`config.mk`:
```
export PLATFORM = sky130hd
export DESIGN_NAME = demux4_stream
export DESIGN_NICKNAME = d
export VERILOG_FILES = /design/src/rtl/demux4_stream.sv
export SDC_FILE = /design/constraint.sdc
export NUM_CORES = 1
export LEC_CHECK = 0
export ABC_AREA = 1
export CAP_MARGIN = 25
export CORE_MARGIN = 1.5
export CORE_UTILIZATION = 45
export CTS_CLUSTER_SIZE = 20
export DETAILED_ROUTE_END_ITERATION = 10
export PLACE_DENSITY_LB_ADDON = 0.25
export SYNTH_ARGS = -nofsm -noshare
export SYNTH_HDL_FRONTEND = slang
export SYNTH_SLANG_ARGS = --single-unit
```
`constraint.sdc`:
```
create_clock -name clk -period 1.63 [get_ports clk]
set_input_delay 0.326 -clock clk [delete_from_list [all_inputs] [get_ports clk]]
set_output_delay 0.326 -clock clk [all_outputs]
set_load 0.005 [all_outputs]
```
`src/rtl/demux4_stream.sv`:
```
// demux4_stream: routes one valid/ready stream to one of four registered output channels, sel locked per packet
module demux4_stream #(
  parameter int WIDTH = 8
) (
  input  logic               clk,
  input  logic               rst,
  input  logic [WIDTH-1:0]   in_data,
  input  logic [1:0]         in_sel,
  input  logic               in_last,
  input  logic               in_valid,
  output logic               in_ready,
  output logic [4*WIDTH-1:0] out_data,
  output logic [3:0]         out_last,
  output logic [3:0]         out_valid,
  input  logic [3:0]         out_ready,
  output logic               pkt_active,
  output logic [1:0]         cur_sel
);
  typedef enum logic {IDLE, PKT} state_t;
  state_t state, state_nx;
  logic [1:0] route, sel_nx;
  logic accept;
  assign pkt_active = state == PKT;
  assign route = state == IDLE ? in_sel : cur_sel;
  assign in_ready = !out_valid[route] | out_ready[route];
  assign accept = in_valid & in_ready;
  always_ff @(posedge clk) begin
    state <= rst ? IDLE : state_nx;
    cur_sel <= rst ? 2'd0 : sel_nx;
  end
  always_comb begin
    state_nx = state;
    sel_nx = cur_sel;
    if (accept && state == IDLE && !in_last) begin
      state_nx = PKT;
      sel_nx = in_sel;
    end
    if (accept && state == PKT && in_last) state_nx = IDLE;
  end
  for (genvar k = 0; k < 4; k++) begin : g_ch
    always_ff @(posedge clk) begin
      if (rst) begin
        out_valid[k] <= 1'b0;
        out_data[k*WIDTH +: WIDTH] <= '0;
        out_last[k] <= 1'b0;
      end else if (accept && route == 2'(k)) begin
        out_valid[k] <= 1'b1;
        out_data[k*WIDTH +: WIDTH] <= in_data;
        out_last[k] <= in_last;
      end else if (out_ready[k]) begin
        out_valid[k] <= 1'b0;
      end
    end
  end
endmodule

```
==> results.sh <==
export IMPL_final_min_clock_period_ns=1.72
export IMPL_crit_arrival_ns=1.39
export IMPL_wl_mm=5.60
export IMPL_vias=2028
export IMPL_drive_above_1_share=0.255
export IMPL_crit_required_ns=1.30
export IMPL_rows=22
export IMPL_cap_violations=0
export IMPL_crit_path_start_kind="flop"
export IMPL_power_w=0.00258
export IMPL_grt_usage=0.263
export IMPL_clk_path_buf_depth=2
export IMPL_synth_area_leaders="dfxtp_1 (47%), nand4_1 (13%), nand2_1 (13%), a21oi_1 (12%), buf_6 (2.5%)"
export IMPL_cts_tree="built"
export IMPL_core_region_area_um2=3770
export IMPL_synth_top_area_share=0.473
export IMPL_viasPerCell=5.66
export IMPL_postCtsHoldBufs=0
export IMPL_synth_largest_area_cell="dfxtp_1"
export IMPL_fin_worst_skew_ns=0.00869
export IMPL_synth_avg_cell_area_um2=7.88
export IMPL_grt_max_degree=46
export IMPL_ys_warn_count=0
export IMPL_r2r_start="pkt_active"
export IMPL_grt_first_pass_wirelength_mm=8.69
export IMPL_hold_viol_final=0
export IMPL_setup_viol=1
export IMPL_htree_levels=2
export IMPL_drcViolationCount=0
export IMPL_setup_ws_ns=-0.0878
export IMPL_overflow=0
export IMPL_nets=327
export IMPL_yosysSeqAreaShare=0.473
export IMPL_dieHeight_um=66.6
export IMPL_layout_common_cells="clkdlybuf4s50_1 (57), nand2_1 (50), dfxtp_1 (40), nand4_1 (38), a21oi_1 (32)"
export IMPL_violations="negative setup slack"
export IMPL_synth_nets=249
export IMPL_insertedDiodeCount=0
export IMPL_path_class="flop to output port"
export IMPL_slew_violations=0
export IMPL_layout_commonest_cell="clkdlybuf4s50_1"
export IMPL_path_max_fanout=7
export IMPL_crit_start="pkt_active"
export IMPL_clk_latency_ns=0.31
export IMPL_die_area_um2=4430
export IMPL_die_w_um=66.6
export IMPL_postRouteAntennaNets=0
export IMPL_ir_drop_uv=618
export IMPL_drtIter0Drc=101
export IMPL_area_growth_pct=61.8
export IMPL_io_pins=62
export IMPL_slew_headroom=0.806
export IMPL_ys_ff_latch=43
export IMPL_worstMarginPinSlew_ns=0.290
export IMPL_cts_buffers=5
export IMPL_yosysUniqueCellTypes=18
export IMPL_cp_end_kind="output port"
export IMPL_hold_start="out_data[11]"
export IMPL_numClockSinks=43
export IMPL_post_drt_wl_per_cell_um=15.6
export IMPL_outcome="complete, but fails checks"
export IMPL_syn_inst=231
export IMPL_start_util=0.482
export IMPL_power_density_nw_per_um2=876
export IMPL_dpl_hpwl_mm=3.51
export IMPL_holdWs_ns=0.466
export IMPL_syn_area_um2=1820
export IMPL_drt_first_pass_iters=4
export IMPL_gp_congestion=0.795
export IMPL_io_buffers=61
export IMPL_timing_final_crit_share=1.05
export IMPL_p_leak_nw=1.06
export IMPL_grt_pass1_vias=1891
export IMPL_rsz0062_at_grt="yes"
export IMPL_setup_tns_final_ns=-0.0878
export IMPL_clk_pin_slew_ns=0.08
export IMPL_antenna_found_initial=0
export IMPL_clock_root_buffer="clkbuf_8"
export IMPL_fmax_ghz=0.582
export IMPL_hold_path_class="flop to flop"
## through the flow
stage          setup WS (ns)  cell area, um^2  instances  utilization
2_1_floorplan          0.115             1820        231            -
3_3_place_gp          -0.501             2580        346        0.684
3_5_place_dp          -0.541             2580        346        0.684
4_1_cts              -0.0695             2830        356        0.751
5_1_grt               -0.142             2940        358        0.780
6_report             -0.0878             2940        358        0.780
## Yosys cell counts (all sizes together)
cell    number
nand2       68
a21oi       43
dfxtp       43
nand4       38
inv          9
nand3        9
buf          8
clkbuf       6
nor2         6
nand3b       1
## final timing paths
kind	endpoint	cells past startpoint	slack, ns
max reg2reg	out_data[30]	9	0.01
min	out_data[11]	2	0.47
min reg2reg	out_data[11]	2	0.47
max	in_ready	8	-0.09
## timing repair
item	CTS	global route
endpoints found under the hold margin	0	0
cloned	0	1
gates resized for setup	37	27
buffers inserted	2	1
endpoints found under the setup margin	45	45
pin swaps	11	12
## report_power, final
part | total (W) | internal (W) | switching, W
Combinational | 0.000549 | 0.000271 | 0.000277
Sequential | 0.00114 | 0.00110 | 0.0000343
Clock | 0.000896 | 0.000504 | 0.000391
## area by class of cell
type	instances	area (um^2)
Sequential cell	43	867
Timing Repair Buffer	84	848
Multi-Input combinational cell	166	1010
Tap cell	48	60.1
Clock inverter	2	38.8
Inverter	9	38.8
Fill cell	270	828
Clock buffer	6	82.6
## sequential cells by signal, summed over array words and instances, names as in the netlist
register	count
cur_sel	2
out_data	32
out_last	4
out_valid	4
pkt_active	1
## logic make-up after synthesis
group / after synthesis / share of synthesized area
flops: 43 / 0.473
compound gates: 43 / 0.118
buf+inv: 23 / 0.0660
simple gates: 122 / 0.342
## worst max-delay path, stage by stage (launching register included)
cell,delay (ns)
dfxtp_4,0.42
inv_6,0.06
nand2_4,0.06
nand2_4,0.07
nand3_2,0.08
nand2_2,0.07
nor2_4,0.12
nand2_4,0.08
buf_6,0.12
## per-layer routing
layer  GRT usage  part of all wire  up-vias
met5           0                 0        -
met4       0.122             0.029        0
met3      0.0929             0.091       14
met2       0.435              0.49      102
met1       0.302              0.39      943
li1            -                 -      969
No activity file was read; power rests on OpenSTA's default activity.
